==> src/rtl/regs_file_param.sv <==
// regs_file_param: NIDX index registers plus stack pointer S on a precharged wired-AND special bus
//   PHI2, n_RES             : clock (rising edge), asynchronous active-low reset
//   sb_in                   : external SB value, all ones when undriven
//   idx_sb, sb_idx          : per index register drive-SB / load-from-SB enables
//   s_sb, s_adl, sb_s       : S drives SB / S drives ADL / S loads from SB
//   s_inc, s_dec            : S increment / decrement, modulo 2^WIDTH
//   err_clr                 : synchronous clear of the sticky conflict flag
//   sb_out, sb_oe           : resolved SB value, high when this block drives SB
//   adl_out, adl_oe         : S on ADL (all ones when not driving), drive flag
//   s_q, err                : current S, sticky S-command-conflict flag
module regs_file_param #(
    parameter int WIDTH = 8,
    parameter int NIDX = 2,
    parameter logic [WIDTH-1:0] S_RESET = {WIDTH{1'b1}}
) (
    input  logic             PHI2,
    input  logic             n_RES,
    input  logic [WIDTH-1:0] sb_in,
    input  logic [NIDX-1:0]  idx_sb,
    input  logic [NIDX-1:0]  sb_idx,
    input  logic             s_sb,
    input  logic             s_adl,
    input  logic             sb_s,
    input  logic             s_inc,
    input  logic             s_dec,
    input  logic             err_clr,
    output logic [WIDTH-1:0] sb_out,
    output logic             sb_oe,
    output logic [WIDTH-1:0] adl_out,
    output logic             adl_oe,
    output logic [WIDTH-1:0] s_q,
    output logic             err
);
    logic [WIDTH-1:0] idx_q [NIDX];
    logic [WIDTH-1:0] s_next;
    logic             conflict;

    // Undriven contributors read as all ones so the AND reduces to the active drivers only.
    always_comb begin
        sb_out = sb_in & (s_sb ? s_q : {WIDTH{1'b1}});
        for (int i = 0; i < NIDX; i++)
            sb_out = sb_out & (idx_sb[i] ? idx_q[i] : {WIDTH{1'b1}});
    end

    assign sb_oe    = |idx_sb | s_sb;
    assign adl_out  = s_adl ? s_q : {WIDTH{1'b1}};
    assign adl_oe   = s_adl;
    assign conflict = (sb_s & s_inc) | (sb_s & s_dec) | (s_inc & s_dec);

    // Simultaneous inc and dec cancel to a hold; the bus load outranks both.
    assign s_next = sb_s             ? sb_out :
                    s_inc && !s_dec  ? s_q + 1'b1 :
                    s_dec && !s_inc  ? s_q - 1'b1 : s_q;

    always_ff @(posedge PHI2 or negedge n_RES) begin
        if (!n_RES) begin
            for (int i = 0; i < NIDX; i++)
                idx_q[i] <= '0;
            s_q <= S_RESET;
            err <= 1'b0;
        end else begin
            for (int i = 0; i < NIDX; i++)
                if (sb_idx[i])
                    idx_q[i] <= sb_out;
            s_q <= s_next;
            err <= conflict | (err & ~err_clr);
        end
    end
endmodule

==> config.mk <==
export PLATFORM = sky130hd
export DESIGN_NAME = regs_file_param
export DESIGN_NICKNAME = d
export VERILOG_FILES = /design/src/rtl/regs_file_param.sv
export SDC_FILE = /design/constraint.sdc
export NUM_CORES = 1
export LEC_CHECK = 0
export BUFFER_PORTS_ARGS = -buffer_cell sky130_fd_sc_hd__buf_2
export CORE_MARGIN = 1
export CORE_UTILIZATION = 44
export CTS_BUF_LIST = sky130_fd_sc_hd__clkbuf_8
export DETAILED_ROUTE_END_ITERATION = 8
export GPL_ROUTABILITY_DRIVEN = 0
export MAX_ROUTING_LAYER = met4
export PLACE_DENSITY = 0.69
export SYNTH_ARGS = -nofsm -noshare
export SYNTH_HDL_FRONTEND = slang
export SYNTH_SLANG_ARGS = --single-unit
==> constraint.sdc <==
create_clock -name PHI2 -period 5.5 [get_ports PHI2]
set_input_delay 0.275 -clock PHI2 [delete_from_list [all_inputs] [get_ports PHI2]]
set_output_delay 0.275 -clock PHI2 [all_outputs]
set_load 0.05 [all_outputs]
After elaboration in Yosys (flattened, before gate mapping)
Index checks and enable logic that the tools add are counted.

word-level totals
  output and inout port bits = 27
  register bits after elaboration = 25
  memories = 0
  latch bits = 0
  bits of input ports = 20
  memory bits (read-only) = 0
  memory bits (writable) = 0
  logic and storage cells = 31

cells by class
  eq/ne operators = 0
  shift operators = 0
  order comparisons = 0
  multiplexer cells = 7
  multipliers = 0
  add/sub/neg operators = 2
  reductions and logical operators = 6
  bitwise logic cells = 12
  div/mod/pow operators = 0

operators with widths
  cell                                              number
  2-to-1 mux 8 bit                                  7
  bitwise AND 8 bit                                 3
  adder 8 x 1 -> 8 bit, second input constant       1
  subtractor 8 x 1 -> 8 bit, second input constant  1
  bitwise AND 1 bit                                 4
  OR 1 bit                                          4
  nonzero test 3 bit                                1
  logical AND 1 bit                                 2
  logical NOT 1 bit                                 2
  OR reduction 2 bit                                1
  inverter 1 bit                                    1

Longest topological paths before layout
Gate-level depths: netlist (run 1).

  depth in word-level cells = 5
  depth in mapped cells = 8
  depth with buffers taken out = 7

Worst setup path after synthesis (run 1)
OpenSTA, ideal clock, no wires.

  path kind = input to register
  start = in s_dec
  end = reg s_q[5]
  buffers on the path = 1
  data required time = 5430 ps
  data arrival time = 1975 ps
  cell stages on the path = 8
  setup time = 70 ps
  path slack = 3455 ps
  path through = buf_4 > nand2b_1 > ha_1 > o21ai_0 > nor2_2 > o21ai_1 > mux2_1 > a21oi_2

between the ends
  cells in the longest elaborated chain, start to end = 4
  elaborated cells on any way between the ends = 6
  classes of those cells = mux (2); reduce/logical (4)

ends and longest elaborated chain
  item                    RTL line  source
  start: declaration      25        input logic s_dec,
  logical NOT 1 bit       52        s_inc && !s_dec ? s_q + 1'b1 :
  logical AND 1 bit       52
  2-to-1 mux 8 bit        52
  2-to-1 mux 8 bit        51        assign s_next = sb_s ? sb_out :
  end signal: assignment  65        s_q <= s_next;
  end: declaration        31        output logic [WIDTH-1:0] s_q,

Parallel ways exist; a longest one is shown, timed or not.
A chain may end at the register's enable or synchronous reset.

Final worst setup path (run 1)
  start = in s_inc
  end = reg s_q[5]

between the ends
  cells in the longest elaborated chain, start to end = 3
  elaborated cells on any way between the ends = 6
  classes of those cells = mux (2); reduce/logical (4)

ends and longest elaborated chain
  item                                                    RTL line  source
  start: declaration                                      24        input logic s_inc,
  logical AND 1 bit or logical NOT 1 bit (tied branches)  52, 53
  2-to-1 mux 8 bit or logical AND 1 bit (tied branches)   52, 53
  2-to-1 mux 8 bit or nonzero test 3 bit (tied branches)  n/a

Parallel ways exist; a longest one is shown, timed or not.

==> impl_metrics.env, run 1 <==
export IMPL_outcome="complete, but fails checks"
export IMPL_failed_checks="hold timing"
export IMPL_io_pins=47
export IMPL_cts_tree="done"
export IMPL_pre_cts_slack_ns=3.19
export IMPL_slew_headroom_pct=62.0
export IMPL_synth_area_um2=1620
export IMPL_power_switching_uw=296
export IMPL_htreeDepth=1
export IMPL_path_max_fanout=9
export IMPL_synth_simple_gate_area_share_pct=13.6
export IMPL_die_h_um=62.7
export IMPL_power_density_nw_per_um2=352
export IMPL_dr_pass1_iters=4
export IMPL_gr_usage_all_layers_pct=19.6
export IMPL_p_clk_share_pct=16.4
export IMPL_synth_cell_types=39
export IMPL_p_seq_share_pct=37.0
export IMPL_synth_top_family_by_area="compound AO/OA/AOI/OAI gates"
export IMPL_netSwitchingFraction_pct=44.0
export IMPL_slew_violations=0
export IMPL_internal_power_uw=377
export IMPL_dp_cells=246
export IMPL_max_freq_ghz=0.485
export IMPL_period_share_pct=37.5
export IMPL_cts_resized=0
export IMPL_grt_pass1_vias=1290
export IMPL_io_buffers=46
export IMPL_final_cell_area_um2=1910
export IMPL_synth_seq_cells=25
export IMPL_wl_um=3480
export IMPL_yosys_area_share_adder_pct=6.63
export IMPL_crit_buf_inv=1
export IMPL_cp_slowest_cell="ha_1"
export IMPL_placed_cell_area_um2=1870
export IMPL_hold_viol=17
export IMPL_ys_top_cells_by_count="nor2_1, mux2_2, dfrtp_1, o21ai_1, nand2b_1"
export IMPL_dr_total_vias=1316
export IMPL_synthArstFlopShare_pct=100
export IMPL_synthCells=161
export IMPL_rows=21
export IMPL_detail_route_antenna_nets=0
export IMPL_ir_worst_vdd_mv=0.185
export IMPL_path_class="primary input to register"
export IMPL_postSynthAreaPerCell_um2=10.1
export IMPL_nets=233
export IMPL_antenna_found_initial=0
export IMPL_first_iter_violations=55
export IMPL_rsz0062_at_grt="false"
export IMPL_synth_top_cell_by_area="dfrtp_1"
export IMPL_worstPathArrival_ns=2.27
export IMPL_path_clk_slew_ns=0.09
export IMPL_holdBufCountCts=0
export IMPL_path_cells="buf_2 -> nand2b_1 -> ha_1 -> o21ai_0 -> nor2_2 -> o21ai_1 -> mux2_1 -> a21oi_2"
export IMPL_finalNonFillerCells=250
export IMPL_grt_max_degree=26
export IMPL_postCtsSetupBuffers=0
export IMPL_synth_compound_area_share_pct=17.0
export IMPL_cts_root_buf="clkbuf_8"
export IMPL_worst_hold_path_type="primary input to asynchronous set/reset pin"
export IMPL_worstSetupEndpointType="register"
export IMPL_worstPathRequired_ns=5.71
export IMPL_viasPerCell=5.26
export IMPL_wl_per_cell_um=13.9
export IMPL_synth_ff_type="dfrtp_1"
export IMPL_grt_overflow=0
export IMPL_holdWs_ns=-0.0134
export IMPL_dieWidth_um=62.7
export IMPL_drive_above_1_share_pct=42.6
export IMPL_drcViolationCount=0
export IMPL_synthXorXnorAreaFrac_pct=5.01
export IMPL_design_die_area_um2=3940
export IMPL_start_util_pct=47.1
export IMPL_grt_pass1_wl_um=5980
export IMPL_synth_most_common_cell="nor2_1"
export IMPL_yosysTopAreaCellShare_pct=26.2
export IMPL_yosysWarningCount=0
export IMPL_syn_to_final_growth_pct=17.9
export IMPL_clkLatencyLatePin_ns=0.27
export IMPL_antennaDiodeCount=0
export IMPL_setup_viol=0
export IMPL_synthTopCellsByArea="dfrtp_1, dfstp_2, mux2_2, ha_1, nor2_1"
export IMPL_crit_family="compound AO/OA/AOI/OAI gates"
export IMPL_start_kind="primary input"
export IMPL_tightest_slew_ns=0.570
export IMPL_finalClockSkew_ns=0.00656
export IMPL_syn_num_nets=189
export IMPL_setup_slack_ns=3.44
export IMPL_synthMuxAreaShare_pct=14.7
export IMPL_synth_edf_count=0
export IMPL_core_area_um2=3440
export IMPL_tns_ns=0
export IMPL_p_leak_uw=0.000913
export IMPL_cts_made_buffers=3
export IMPL_clock_sinks=25
export IMPL_max_stage_delay_ns=0.42
export IMPL_dpl_hpwl_um=2670
export IMPL_ys_seq_area_share_pct=39.2
export IMPL_maxCapViolations=0
export IMPL_pwr_share_comb_pct=46.6
export IMPL_clockBufferDepth=2
export IMPL_period_needed_ns=2.06
-- metal layers --
metal  share of wire, %  vias to the layer above  GRT usage [%]
met2                 47                       30           31.5
met3                2.8                        4           2.19
met4                1.3                        0           5.52
li1                   -                      664              -
met1                 49                      618           26.2
met5                  0                        -              -
-- final timing paths --
| kind | start | to | slack, ns | cells past startpoint |
|---|---|---|---|---|
| setup / recovery | s_inc | s_q[5] | 3.44 | 8 |
| hold / removal | n_RES | idx_q[15] | -0.01 | 1 |
| setup reg to reg | s_q[2] | s_q[5] | 3.53 | 6 |
| hold reg to reg | idx_q[1] | idx_q[1] | 0.52 | 1 |
| max in group asynchronous | n_RES | s_q[4] | 5.13 | 1 |
| min in group PHI2 | err_clr | err | 0.18 | 2 |
-- worst reg2reg max path, stage by stage, from the launching register on --
cell	delay (ns)
dfstp_2	0.59
ha_1	0.29
o21ai_0	0.31
nor2_2	0.08
o21ai_1	0.15
mux2_1	0.35
a21oi_2	0.13
-- power groups by stage --
| stage | combinational [uW] | clock [uW] | sequential [uW] |
|---|---|---|---|
| 2_1_floorplan | 200 | 0 | 298 |
| 3_3_place_gp | 307 | 0 | 251 |
| 3_5_place_dp | 314 | 0 | 253 |
| 4_1_cts | 315 | 112 | 249 |
| 5_1_grt | 337 | 119 | 255 |
| 6_report | 313 | 111 | 249 |
-- kinds of logic (layout without fill, tap and decap cells) --
| logic type | count (synthesis) | count (layout) |
|---|---|---|
| adders and majority gates | 8 | 8 |
| AOI/OAI and AO/OA | 45 | 45 |
| xor gates and xnor gates | 5 | 5 |
| muxes | 21 | 21 |
| DFF | 25 | 25 |
| buffers and inverters | 12 | 55 |
| and+or+nand+nor | 45 | 45 |
-- flip-flops by register name, indices dropped and copies added (netlist names) --
register	flops
err	1
idx_q	16
s_q	8
-- layout make-up --
cell class              count  area (um^2)
well taps                  46         57.6
clock inverters             1         5.00
repair buffers             46          230
flip-flops and latches     25          636
inverters                   5         18.8
multi-input cells         124          925
clock buffers               3         41.3
fillers                   330         1530
-- through the flow --
step | utilization, % | total power, uW
2_1_floorplan | - | 497
3_3_place_gp | 54.2 | 558
3_5_place_dp | 54.2 | 567
4_1_cts | 55.6 | 676
5_1_grt | 55.6 | 711
6_report | 55.6 | 673
-- cell usage in the layout, fill, tap and decap left out, types with 3 or more instances in the layout --
master    instances
a21oi_1           9
a21oi_2           3
buf_2            46
clkbuf_8          3
dfrtp_1          17
dfstp_2           8
ha_1              7
inv_2             3
mux2_2           18
nand2_1           7
nand2b_1         10
nor2_1           19
o21ai_0           4
o21ai_1          12
o22ai_1           9
Power figures use the tool's default switching activity.
==> inputs of run 2 (changes only) <==
==> constraint.sdc (replaced) <==
create_clock -name PHI2 -period 1.9 [get_ports PHI2]
set_input_delay 0.095 -clock PHI2 [delete_from_list [all_inputs] [get_ports PHI2]]
set_output_delay 0.095 -clock PHI2 [all_outputs]
set_load 0.05 [all_outputs]
==> impl_metrics.env, run 2 (same netlist as run 1, synthesis figures left out) <==
export IMPL_final_common_cell="buf_2"
export IMPL_p_leak_uw=0.000959
export IMPL_dr_pass1_iters=4
export IMPL_slew_headroom_pct=61.6
export IMPL_crit_family="flip-flops"
export IMPL_worstPathRequired_ns=2.11
export IMPL_gr_usage_all_layers_pct=22.2
export IMPL_detail_route_antenna_nets=0
export IMPL_drcViolationCount=0
export IMPL_setup_slack_ns=0.0896
export IMPL_reg_top3="idx_q x16, s_q x8, err x1"
export IMPL_wl_um=3720
export IMPL_design_die_area_um2=3940
export IMPL_met3_usage_pct=2.37
export IMPL_clockBufferDepth=2
export IMPL_htreeDepth=1
export IMPL_setup_viol=0
export IMPL_path_class="register to register"
export IMPL_mostFrequentLayoutCells="buf_2, mux2_2, dfrtp_1"
export IMPL_power_density_nw_per_um2=1000
export IMPL_dieWidth_um=62.7
export IMPL_wl_per_cell_um=14.4
export IMPL_final_cell_area_um2=2040
export IMPL_cp_slowest_cell="dfstp_4"
export IMPL_dr_total_vias=1349
export IMPL_cts_tree="done"
export IMPL_maxCapViolations=0
export IMPL_viasPerCell=5.23
export IMPL_nets=241
export IMPL_finalClockSkew_ns=0.00475
export IMPL_path_clk_slew_ns=0.09
export IMPL_max_freq_ghz=0.552
export IMPL_antennaDiodeCount=0
export IMPL_io_pins=47
export IMPL_rows=21
export IMPL_clock_sinks=25
export IMPL_tns_ns=0
export IMPL_met2_usage_pct=34.9
export IMPL_path_cells="ha_4 -> a211oi_4 -> nor2_2 -> o21ai_2 -> mux2_4 -> a21oi_2"
export IMPL_first_iter_violations=77
export IMPL_io_buffers=46
export IMPL_rsz0062_at_grt="false"
export IMPL_total_power_uw=2050
export IMPL_drive_above_1_share_pct=49.1
export IMPL_dpl_hpwl_um=2820
export IMPL_busiest_layer="met2"
export IMPL_cts_made_buffers=3
export IMPL_tightest_slew_ns=0.576
export IMPL_start_kind="register"
export IMPL_worstPathArrival_ns=2.02
export IMPL_placed_cell_area_um2=1940
export IMPL_antenna_found_initial=0
export IMPL_max_stage_delay_ns=0.66
export IMPL_period_share_pct=95.3
export IMPL_clkLatencyLatePin_ns=0.27
export IMPL_post_route_util_pct=59.3
export IMPL_hold_viol=0
export IMPL_path_max_fanout=3
export IMPL_use_met1_pct=29.5
export IMPL_outcome="complete, no violations"
export IMPL_core_area_um2=3440
export IMPL_grt_pass1_vias=1372
export IMPL_die_h_um=62.7
export IMPL_syn_to_final_growth_pct=25.8
export IMPL_period_needed_ns=1.81
export IMPL_worst_hold_path_type="primary input to register"
export IMPL_crit_buf_inv=0
export IMPL_slew_violations=0
export IMPL_cts_root_buf="clkbuf_8"
export IMPL_grt_overflow=0
export IMPL_start_util_pct=47.1
export IMPL_grt_max_degree=26
export IMPL_grt_pass1_wl_um=6680
export IMPL_worstSetupEndpointType="register"
export IMPL_ir_worst_vdd_mv=0.438
export IMPL_largest_register_ffs=16
export IMPL_pre_cts_slack_ns=-0.0349
export IMPL_regMostFlops="idx_q"
## run 2: changes by cell type in the layout (fill, tap and decap cells not counted), moves of 2 or more
cell and change:
dlygate4sd3_1 +2, buf_4 +6, nor2_1 -6, nor2_2 +6, ha_1 -2, ha_4 +2
## run 2: repair_timing
item                       4_1_cts  5_1_grt
gates resized for setup          3        2
hold buffers                     2        0
hold endpoints to repair        18        0
buffers inserted                 1        0
setup endpoints to repair        1        3
pin swaps                        3        3
## run 2: metrics by stage
stage	instances	hold slack, ns
3_5_place_dp	251	0.123
4_1_cts	258	0.175
3_3_place_gp	251	0.115
2_1_floorplan	161	-0.201
5_1_grt	258	0.218
6_report	258	0.179
## run 2: cell type report
class	count	area [um^2]
timing repair buffer	54	295
clock buffer	3	41.3
inverter	5	18.8
fill	308	1400
multi-input combinational	124	985
tap	46	57.6
sequential	25	639
clock inverter	1	3.75
## run 2: worst paths after layout
path                             endpoint      from  slack [ns]  depth (start not counted)
worst max-delay path               s_q[5]    s_q[1]        0.09                          6
worst min-delay path               s_q[2]  sb_in[2]        0.18                          5
worst max register to register     s_q[5]    s_q[1]        0.09                          6
worst min register to register   idx_q[6]  idx_q[6]        0.52                          1
max in group asynchronous          s_q[0]     n_RES        1.17                          2
min in group asynchronous       idx_q[10]     n_RES        0.35                          2
## run 2: report_power, final
group	total, uW	switching, uW	internal, uW
clock network	314	169	145
logic	1020	640	382
registers	714	78.6	636
total	2050	888	1160
## run 2: metal layers
layer  vias to the layer above  part of all wire, %
met5                         -                    0
li1                        672                    -
met3                         4                  3.4
met2                        38                   47
met4                         0                  1.6
met1                       635                   48
## run 2: worst min-delay path: cells and delay by family
kind | cells | cell delay (ns)
AOI/OAI and AO/OA | 2 | 0.13
and+or+nand+nor | 2 | 0.12
buffers and inverters | 1 | 0.09
